**src/rtl/uart_tx_buffered_if.sv**
```systemverilog
// Byte write handshake between the CPU UART store path and the buffered transmitter.
interface uart_tx_buffered_if;
    logic [7:0] DataIn;
    logic       DataInValid;
    logic       DataInReady;

    modport master (
        output DataIn,
        output DataInValid,
        input  DataInReady
    );

    modport slave (
        input  DataIn,
        input  DataInValid,
        output DataInReady
    );
endinterface

```
**src/rtl/uart_tx_buffered.sv**
```systemverilog
// Buffered 8N1 UART transmitter: byte FIFO feeding a start/data/stop serializer.
module uart_tx_buffered #(
    parameter int CLOCK_FREQ = 33_000_000,
    parameter int BAUD_RATE  = 115_200,
    parameter int DEPTH      = 8
) (
    input  logic                       CLK,
    input  logic                       reset,
    uart_tx_buffered_if.slave          s_in,
    output logic                       SOut,
    output logic                       TxBusy,
    output logic [$clog2(DEPTH+1)-1:0] Count
);

    localparam int BIT_CYCLES = CLOCK_FREQ / BAUD_RATE;
    localparam int BCW        = (BIT_CYCLES > 1) ? $clog2(BIT_CYCLES) : 1;
    localparam int PW         = (DEPTH > 1) ? $clog2(DEPTH) : 1;
    localparam int CW         = $clog2(DEPTH + 1);
    localparam logic [BCW-1:0] BIT_LAST = BCW'(BIT_CYCLES - 1);
    localparam logic [CW-1:0]  FULL_CNT = CW'(DEPTH);

    typedef enum logic [1:0] {
        S_IDLE,
        S_START,
        S_DATA,
        S_STOP
    } state_t;

    state_t          r_state;
    state_t          w_state_nxt;
    logic [7:0]      r_mem [DEPTH];
    logic [PW-1:0]   r_wr_ptr;
    logic [PW-1:0]   r_rd_ptr;
    logic [CW-1:0]   r_count;
    logic [BCW-1:0]  r_bit_cnt;
    logic [BCW-1:0]  w_bit_cnt_nxt;
    logic [2:0]      r_bit_idx;
    logic [2:0]      w_bit_idx_nxt;
    logic [7:0]      r_shift;
    logic [7:0]      w_shift_nxt;
    logic            r_sout;
    logic            w_sout_nxt;
    logic            w_push;
    logic            w_pop;
    logic            w_ready;
    logic            w_bit_end;
    logic            w_have_data;

    assign w_ready     = (r_count != FULL_CNT);
    assign w_push      = s_in.DataInValid && w_ready;
    assign w_bit_end   = (r_bit_cnt == BIT_LAST);
    assign w_have_data = (r_count != '0);

    assign s_in.DataInReady = w_ready;
    assign SOut             = r_sout;
    assign TxBusy           = (r_state != S_IDLE);
    assign Count            = r_count;

    // Next-state, pop decision and next line level for the serializer.
    always_comb begin
        w_state_nxt   = r_state;
        w_bit_cnt_nxt = r_bit_cnt + BCW'(1);
        w_bit_idx_nxt = r_bit_idx;
        w_shift_nxt   = r_shift;
        w_pop         = 1'b0;
        case (r_state)
            S_IDLE: begin
                w_bit_cnt_nxt = '0;
                if (w_have_data) begin
                    w_pop       = 1'b1;
                    w_shift_nxt = r_mem[r_rd_ptr];
                    w_state_nxt = S_START;
                end
            end
            S_START: begin
                if (w_bit_end) begin
                    w_bit_cnt_nxt = '0;
                    w_bit_idx_nxt = '0;
                    w_state_nxt   = S_DATA;
                end
            end
            S_DATA: begin
                if (w_bit_end) begin
                    w_bit_cnt_nxt = '0;
                    w_shift_nxt   = r_shift >> 1;
                    if (r_bit_idx == 3'd7) begin
                        w_state_nxt = S_STOP;
                    end else begin
                        w_bit_idx_nxt = r_bit_idx + 3'd1;
                    end
                end
            end
            S_STOP: begin
                if (w_bit_end) begin
                    w_bit_cnt_nxt = '0;
                    // Next frame starts on this edge so frames abut with no idle cycle.
                    if (w_have_data) begin
                        w_pop       = 1'b1;
                        w_shift_nxt = r_mem[r_rd_ptr];
                        w_state_nxt = S_START;
                    end else begin
                        w_state_nxt = S_IDLE;
                    end
                end
            end
            default: begin
                w_state_nxt = S_IDLE;
            end
        endcase

        case (w_state_nxt)
            S_START: w_sout_nxt = 1'b0;
            S_DATA:  w_sout_nxt = w_shift_nxt[0];
            default: w_sout_nxt = 1'b1;
        endcase
    end

    // Serializer state, bit timing and registered line output.
    always_ff @(posedge CLK) begin
        if (!reset) begin
            r_state   <= S_IDLE;
            r_bit_cnt <= '0;
            r_bit_idx <= '0;
            r_sout    <= 1'b1;
        end else begin
            r_state   <= w_state_nxt;
            r_bit_cnt <= w_bit_cnt_nxt;
            r_bit_idx <= w_bit_idx_nxt;
            r_sout    <= w_sout_nxt;
        end
    end

    // Shift register holds frame payload only; its value is irrelevant while idle.
    always_ff @(posedge CLK) begin
        r_shift <= w_shift_nxt;
    end

    // FIFO pointers and occupancy; simultaneous push and pop leaves the count unchanged.
    always_ff @(posedge CLK) begin
        if (!reset) begin
            r_wr_ptr <= '0;
            r_rd_ptr <= '0;
            r_count  <= '0;
        end else begin
            if (w_push) begin
                r_wr_ptr <= r_wr_ptr + PW'(1);
            end
            if (w_pop) begin
                r_rd_ptr <= r_rd_ptr + PW'(1);
            end
            case ({w_push, w_pop})
                2'b10:   r_count <= r_count + CW'(1);
                2'b01:   r_count <= r_count - CW'(1);
                default: r_count <= r_count;
            endcase
        end
    end

    // FIFO storage write port.
    always_ff @(posedge CLK) begin
        if (w_push) begin
            r_mem[r_wr_ptr] <= s_in.DataIn;
        end
    end

endmodule

```
**src/flat_wrapper.sv**
```systemverilog
// flat-port wrapper written by rule: the top's interface ports become plain ports
module uart_tx_buffered_flat 
#(
    parameter int CLOCK_FREQ = 33_000_000,
    parameter int BAUD_RATE  = 115_200,
    parameter int DEPTH      = 8
)
  (CLK, reset, SOut, TxBusy, Count, s_in_DataIn, s_in_DataInValid, s_in_DataInReady);
  uart_tx_buffered_if s_in_i ();
  input  logic CLK;
  input  logic reset;
  output logic SOut;
  output logic TxBusy;
  output logic [$clog2(DEPTH+1)-1:0] Count;
  input wire logic [$bits(s_in_i.DataIn)-1:0] s_in_DataIn;
  input wire logic [$bits(s_in_i.DataInValid)-1:0] s_in_DataInValid;
  output wire logic [$bits(s_in_i.DataInReady)-1:0] s_in_DataInReady;
  assign s_in_i.DataIn = s_in_DataIn;
  assign s_in_i.DataInValid = s_in_DataInValid;
  assign s_in_DataInReady = s_in_i.DataInReady;
  uart_tx_buffered #(.CLOCK_FREQ(CLOCK_FREQ), .BAUD_RATE(BAUD_RATE), .DEPTH(DEPTH)) u_core (.CLK(CLK), .reset(reset), .s_in(s_in_i), .SOut(SOut), .TxBusy(TxBusy), .Count(Count));
endmodule
```
**config.mk**
```make
export PLATFORM = sky130hd
export DESIGN_NAME = uart_tx_buffered_flat
export DESIGN_NICKNAME = d
export VERILOG_FILES = /design/src/rtl/uart_tx_buffered_if.sv /design/src/rtl/uart_tx_buffered.sv /design/src/flat_wrapper.sv
export SDC_FILE = /design/constraint.sdc
export NUM_CORES = 1
export LEC_CHECK = 0
export ABC_AREA = 1
export CAP_MARGIN = 10
export CORE_ASPECT_RATIO = 1.25
export CORE_MARGIN = 3
export CORE_UTILIZATION = 55
export CTS_CLUSTER_DIAMETER = 120
export DETAILED_ROUTE_END_ITERATION = 12
export HOLD_SLACK_MARGIN = 0.08
export MAX_ROUTING_LAYER = met4
export PLACE_DENSITY = 0.84
export SLEW_MARGIN = 20
export SYNTH_ARGS = -nofsm -noshare
export SYNTH_HDL_FRONTEND = slang
export SYNTH_SLANG_ARGS = --single-unit
```
**constraint.sdc**
```tcl
create_clock -name CLK -period 2.4 [get_ports CLK]
set_input_delay 0.72 -clock CLK [delete_from_list [all_inputs] [get_ports CLK]]
set_output_delay 0.72 -clock CLK [all_outputs]
set_load 0.03 [all_outputs]
```
==> flow_summary.json, run 1 <==
{
  "vias_per_cell": 5.58,
  "run_status": "finished, final reports clean",
  "path_max_fanout": 4,
  "grt_overflow": 0,
  "cp.buffers_inverters": 1,
  "cts_num_sinks": 100,
  "cts_tree": "yes",
  "fin_setup_tns_ns": 0,
  "avgSynthCellArea_um2": 10.2,
  "worstSetupPathType": "flop to output port",
  "syn_inst": 450,
  "yosysWarnings": 0,
  "die_w_um": 87.7,
  "dp_cells": 569,
  "io_pins": 18,
  "hold_path.class": "flop to flop",
  "drive_above_1_share_pct": 15.9,
  "htree_levels": 3,
  "num_rows": 36,
  "synth_nets": 476,
  "drt_iter0_markers": 199,
  "drc": 0,
  "max_freq_ghz": 0.445,
  "ctsHoldBuffers": 0,
  "hpwl_um": 5770,
  "critPathLaunchType": "flop",
  "fp.dieH_um": 108,
  "slew_viol_final": 0,
  "crit_path_max_incr_delay_ns": 0.71,
  "postSynth.asyncResetShare_pct": 0,
  "leakage_nw": 2.03,
  "switching_share_pct": 38.6,
  "instances_no_fill": 586,
  "diodes": 0,
  "clkLatencyLatePin_ns": 0.37,
  "syn_to_final_growth_pct": 12.6,
  "synth_edf_count": 71,
  "fin_nets": 512,
  "dieArea_um2": 9480,
  "grt_pass1_wl_um": 14100,
  "maxCapViolCount": 0,
  "path_clk_slew_ns": 0.11,
  "peakVddDrop_v": 0.000530,
  "period_needed_ns": 2.25,
  "synth_most_common_cell": "nor2_1",
  "fillers": 608,
  "arrival_ns": 1.53,
  "routed-via-count": 3267,
  "multi_input_area_um2": 1650,
  "ant_nets": 0,
  "power_density_nw_per_um2": 1020,
  "cp_cell_sequence": "clkdlybuf4s50_1",
  "yosysUniqueCellTypes": 41,
  "period_share_pct": 93.6,
  "pwr-share-clk_pct": 19.9,
  "grt_pass1_vias": 3216,
  "p_int_mw": 3.23,
  "ys_seq_area_share_pct": 59.2,
  "hold_viol_final": 0,
  "grt_usage_pct": 20.0,
  "clock_skew_ns": 0.0130,
  "gp_congestion": 0.876,
  "worstSetupEndpointType": "output port",
  "regArea_um2": 2720,
  "synth.area.top_cells": "edfxtp_1, dfxtp_1, nor2_1",
  "first_pass_iters": 5,
  "synth_area_leader_cell": "edfxtp_1",
  "finalSetupViolations": 0,
  "port_buffers": 17,
  "initial_core_util_pct": 57.5,
  "cts_buffer_depth": 2,
  "antenna_found_initial": 0,
  "p_comb_share_pct": 37.7,
  "wirelength_um": 8560,
  "synth_seq_cells": 100,
  "syn_area_um2": 4590,
  "synthTopCellsByCount": "nor2_1, edfxtp_1, nand2_1",
  "rsz0062_at_grt": "false",
  "ctsRootBufferMaster": "clkbuf_8",
  "r2r_slack_ns": 0.27,
  "power_mw": 5.26,
  "final_util_pct": 64.8,
  "p_seq_share_pct": 42.3,
  "worst_pin_slew_ns": 0.628,
  "synth-main-ff-cell": "edfxtp_1",
  "grt_max_degree": 33,
  "synth_top_area_share_pct": 46.5,
  "wire_per_inst_um": 14.6,
  "coreArea_um2": 7970,
  "holdWs_ns": 0.447,
  "max-slew-margin-rel_pct": 58.1,
  "critPathTopFamily": "buffers and inverters",
  "numCtsBuffers": 9,
  "slowest_stage": "clkdlybuf4s50_1",
  "netSwitchingPower_mw": 2.03,
  "required_ns": 1.68
}
==> power by group through the flow <==
stage               registers, mW  logic (mW)  clock network, mW
floorplan                    2.30        1.36                  0
global placement             2.24        1.85                  0
detailed placement           2.25        1.92                  0
CTS                          2.21        1.93               1.07
global route                 2.25        2.23               1.14
finish                       2.23        1.98               1.05
==> worst reg2reg max path, delay by kind of cell (launching register included) <==
family                   cells  cell delay [ns]
AO/OA/AOI/OAI                2             0.30
flip-flops                   1             0.36
XOR/XNOR                     2             0.25
AND/OR/NAND/NOR              5             0.68
adder cells (fa/ha/maj)      2             0.36
buffers and inverters        2             0.10
==> registers in the layout (all words and copies together) (netlist names), named ones only <==
signal / flops
u_core.r_rd_ptr: 3
u_core.r_state: 2
u_core.SOut: 1
u_core.r_wr_ptr: 3
u_core.r_bit_cnt: 9
u_core.r_bit_idx: 3
u_core.r_shift: 8
u_core.Count: 4
u_core.r_mem: 64
==> per-stage QoR <==
step	worst slack (ns)	cell area [um^2]
3_5_place_dp	-0.0332	4910
6_report	0.153	5160
5_1_grt	0.0673	5160
3_3_place_gp	0.0252	4910
4_1_cts	0.00562	5120
2_1_floorplan	0.0830	4590
==> layout by cell type (no fill, tap or decap), drive strengths merged <==
| master | synthesis | final |
|---|---|---|
| ha | 15 | 15 |
| nor3b | 1 | 1 |
| clkinv | 3 | 5 |
| xnor2 | 2 | 2 |
| or2 | 3 | 3 |
| dlygate4sd2 | 0 | 1 |
| o22ai | 10 | 10 |
| edfxtp | 71 | 71 |
| nor3 | 6 | 6 |
| a21oi | 14 | 14 |
| nor4 | 1 | 1 |
| dfxtp | 29 | 29 |
| o211ai | 5 | 5 |
| nand4 | 2 | 2 |
| inv | 40 | 45 |
| clkdlybuf4s15 | 0 | 1 |
| a31oi | 3 | 3 |
| xor2 | 4 | 4 |
| buf | 9 | 19 |
| clkbuf | 2 | 9 |
| o211a | 1 | 1 |
| nor2 | 81 | 81 |
| clkdlybuf4s50 | 0 | 15 |
| nand3 | 26 | 26 |
| nand2 | 78 | 78 |
| o21ai | 44 | 44 |
==> metal layers <==
metal	track usage, %	wire [um]	up-vias
met1	21.9	3470	1536
li1	-	-	1601
met3	5.18	458	26
met2	33.1	4420	104
met5	-	0	-
met4	10.2	208	0
==> final cells by class <==
type	instances	share of cell area, %
well taps	95	2.30
repair buffers	36	6.06
flip-flops and latches	100	52.6
clock buffers	9	2.40
inverters	43	3.15
clock inverters	7	1.43
multi-input cells	296	32.0
==> what timing repair did <==
item,in CTS,in global routing
setup buffers,0,1
setup endpoints to repair,3,4
gates resized for setup,5,10
cloned,0,0
pin swaps,0,1
==> path summary, 6_finish.rpt <==
path	from	cells past startpoint	end
worst max register to register	u_core.Count[0]	13	u_core.Count[2]
worst min register to register	u_core.r_bit_cnt[0]	1	u_core.r_bit_cnt[0]
worst min-delay path	u_core.r_bit_cnt[0]	1	u_core.r_bit_cnt[0]
worst max-delay path	u_core.Count[2]	1	Count[2]
==> cells by family after synthesis <==
kind of cell / count (synthesis) / share of synthesized area (%)
simple gates: 198 / 20.1
flops: 100 / 59.2
compound gates: 77 / 9.90
buf+inv: 54 / 5.65
fa+ha+maj: 15 / 4.09
xor+xnor: 6 / 1.15
No activity file was read; power rests on OpenSTA's default activity.
==> run 2, diff against run 1 <==
clock period = 2.26 ns   (was 2.4 ns; I/O delays follow)
==> run 2 against run 1 <==
  * Combinational power increased by 9.6%
  * Critical path type is now flop to flop
  * Hold slack improved by 0.050 ns
  * Non-clock buffer count increased by 4
  * Utilization increased by 0.35 points
  * Wire length decreased by 0.41%
  * Clock-buffer cell count unchanged
  * Critical path depth increased by 14
  * Sequential power increased by 7%
  * Total power increased by 7.6%
  * Largest cell class unchanged
  * Clock power increased by 6%
  * First-iteration DRC count increased by 12%
  * Flip-flop and latch count unchanged
==> flow_summary.json, run 2 (same netlist as run 1, synthesis figures left out) <==
{
  "run_status": "finished, final reports clean",
  "instances_no_fill": 590,
  "place_area_um2": 4940,
  "worstHoldStart": "u_core.r_shift[0]",
  "die_w_um": 87.7,
  "gp_congestion": 0.869,
  "cp.buffers_inverters": 3,
  "clock_skew_ns": 0.0140,
  "regToRegStartpoint": "u_core.r_bit_cnt[1]",
  "worstSetupEndpointType": "flop",
  "ant_nets": 0,
  "routed-via-count": 3207,
  "period_needed_ns": 2.17,
  "grt_usage_pct": 19.3,
  "holdWs_ns": 0.496,
  "fin_nets": 516,
  "clkLatencyLatePin_ns": 0.37,
  "critPathTopFamily": "adder cells",
  "timing.critical_path.from": "u_core.r_bit_cnt[1]",
  "required_ns": 2.53,
  "cts_buffer_depth": 2,
  "fin_setup_tns_ns": 0,
  "finalInstanceArea_um2": 5190,
  "initial_core_util_pct": 57.5,
  "vias_per_cell": 5.44,
  "dieArea_um2": 9480,
  "wire_per_inst_um": 14.4,
  "maxCapViolCount": 0,
  "cp_cell_sequence": "inv_1, ha_1, nand2_1, nor2_4, nand4_2, nand2_4, nand2_4, inv_2, ha_4, xor2_2, ha_1, a21oi_1, xnor2_1, o21ai_0, inv_1",
  "wirelength_um": 8520,
  "largest-register": "u_core.r_mem",
  "crit_path_max_incr_delay_ns": 0.37,
  "slowest_stage": "dfxtp_1",
  "layout_common_cells": "nor2_1, edfxtp_1, nand2_1, inv_1, o21ai_0",
  "grt_overflow": 0,
  "worstSetupPathType": "flop to flop",
  "hpwl_um": 5920,
  "syn_to_final_growth_pct": 13.2,
  "grt_max_degree": 33,
  "power_density_nw_per_um2": 1090,
  "cts_tree": "yes",
  "leakage_nw": 2.05,
  "cts_num_sinks": 100,
  "critPathLaunchType": "flop",
  "worst_pin_slew_ns": 0.574,
  "htree_levels": 3,
  "fp.dieH_um": 108,
  "path_clk_slew_ns": 0.11,
  "drc": 0,
  "dp_cells": 573,
  "arrival_ns": 2.44,
  "grt_pass1_vias": 3112,
  "drive_above_1_share_pct": 16.8,
  "path_max_fanout": 5,
  "grt_pass1_wl_um": 13900,
  "port_buffers": 17,
  "numCtsBuffers": 9,
  "coreArea_um2": 7970,
  "hold_path.class": "flop to flop",
  "num_rows": 36,
  "drt_iter0_markers": 222,
  "reg.largest.list": "u_core.r_mem: 64 flops, u_core.r_bit_cnt: 9 flops, u_core.r_shift: 8 flops",
  "finalSetupViolations": 0,
  "antenna_found_initial": 0,
  "hold_viol_final": 0,
  "slew_viol_final": 0,
  "largest_reg_flops": 64,
  "io_pins": 18,
  "ctsRootBufferMaster": "clkbuf_8",
  "max_freq_ghz": 0.460,
  "final_common_cell": "nor2_1",
  "max-slew-margin-rel_pct": 61.7,
  "diodes": 0,
  "first_pass_iters": 4,
  "fillers": 606,
  "period_share_pct": 96.2,
  "peakVddDrop_v": 0.000570
}
==> run 2: metal layers <==
metal	up-vias	part of all wire, %	GRT usage (%)
li1	1602	-	-
met1	1529	41	21.8
met2	59	53	33.7
met3	17	3.6	3.58
met4	0	1.8	7.46
met5	-	0	-
==> run 2: timing repair <==
action	CTS	global route
buffers inserted	0	1
setup endpoints to repair	3	3
hold buffers	0	0
gates resized for setup	4	6
pin swaps	0	1
==> run 2: where the power goes <==
| part | switching, mW | internal (mW) | total, mW |
|---|---|---|---|
| Clock | 0.678 | 0.436 | 1.11 |
| Combinational | 1.38 | 0.792 | 2.17 |
| Sequential | 0.138 | 2.24 | 2.38 |
==> run 2: worst paths after layout <==
path                                     endpoint  slack, ns  cells past startpoint
worst max-delay path              u_core.Count[2]       0.09                     15
worst min-delay path            u_core.r_shift[0]       0.50                      2
worst max register to register    u_core.Count[2]       0.09                     15
worst min register to register  u_core.r_shift[0]       0.50                      2
==> run 2: worst register-to-register path: cells and delay by family, from the launching register on <==
family | cells | cell delay, ns
and+or+nand+nor | 5 | 0.39
buffers and inverters | 3 | 0.16
xor gates and xnor gates | 2 | 0.29
adders and majority gates | 3 | 0.53
AOI/OAI and AO/OA | 2 | 0.34
DFF | 1 | 0.37
==> run 2: cell type report <==
type | instances | area, um^2 | share of cell area, %
Clock inverter | 7 | 78.8 | 1.52
Multi-Input combinational cell | 296 | 1650 | 31.8
Clock buffer | 9 | 124 | 2.39
Inverter | 43 | 163 | 3.13
Sequential cell | 100 | 2720 | 52.4
Timing Repair Buffer | 40 | 339 | 6.53
Tap cell | 95 | 119 | 2.29
==> run 2: through the flow <==
stage,util [%],setup WS (ns),total power [mW]
2_1_floorplan,-,0.0217,3.90
3_3_place_gp,62.0,-0.0789,4.36
3_5_place_dp,62.0,-0.188,4.47
4_1_cts,64.7,0.0229,5.60
5_1_grt,65.1,-0.00599,6.03
6_report,65.1,0.0863,5.66
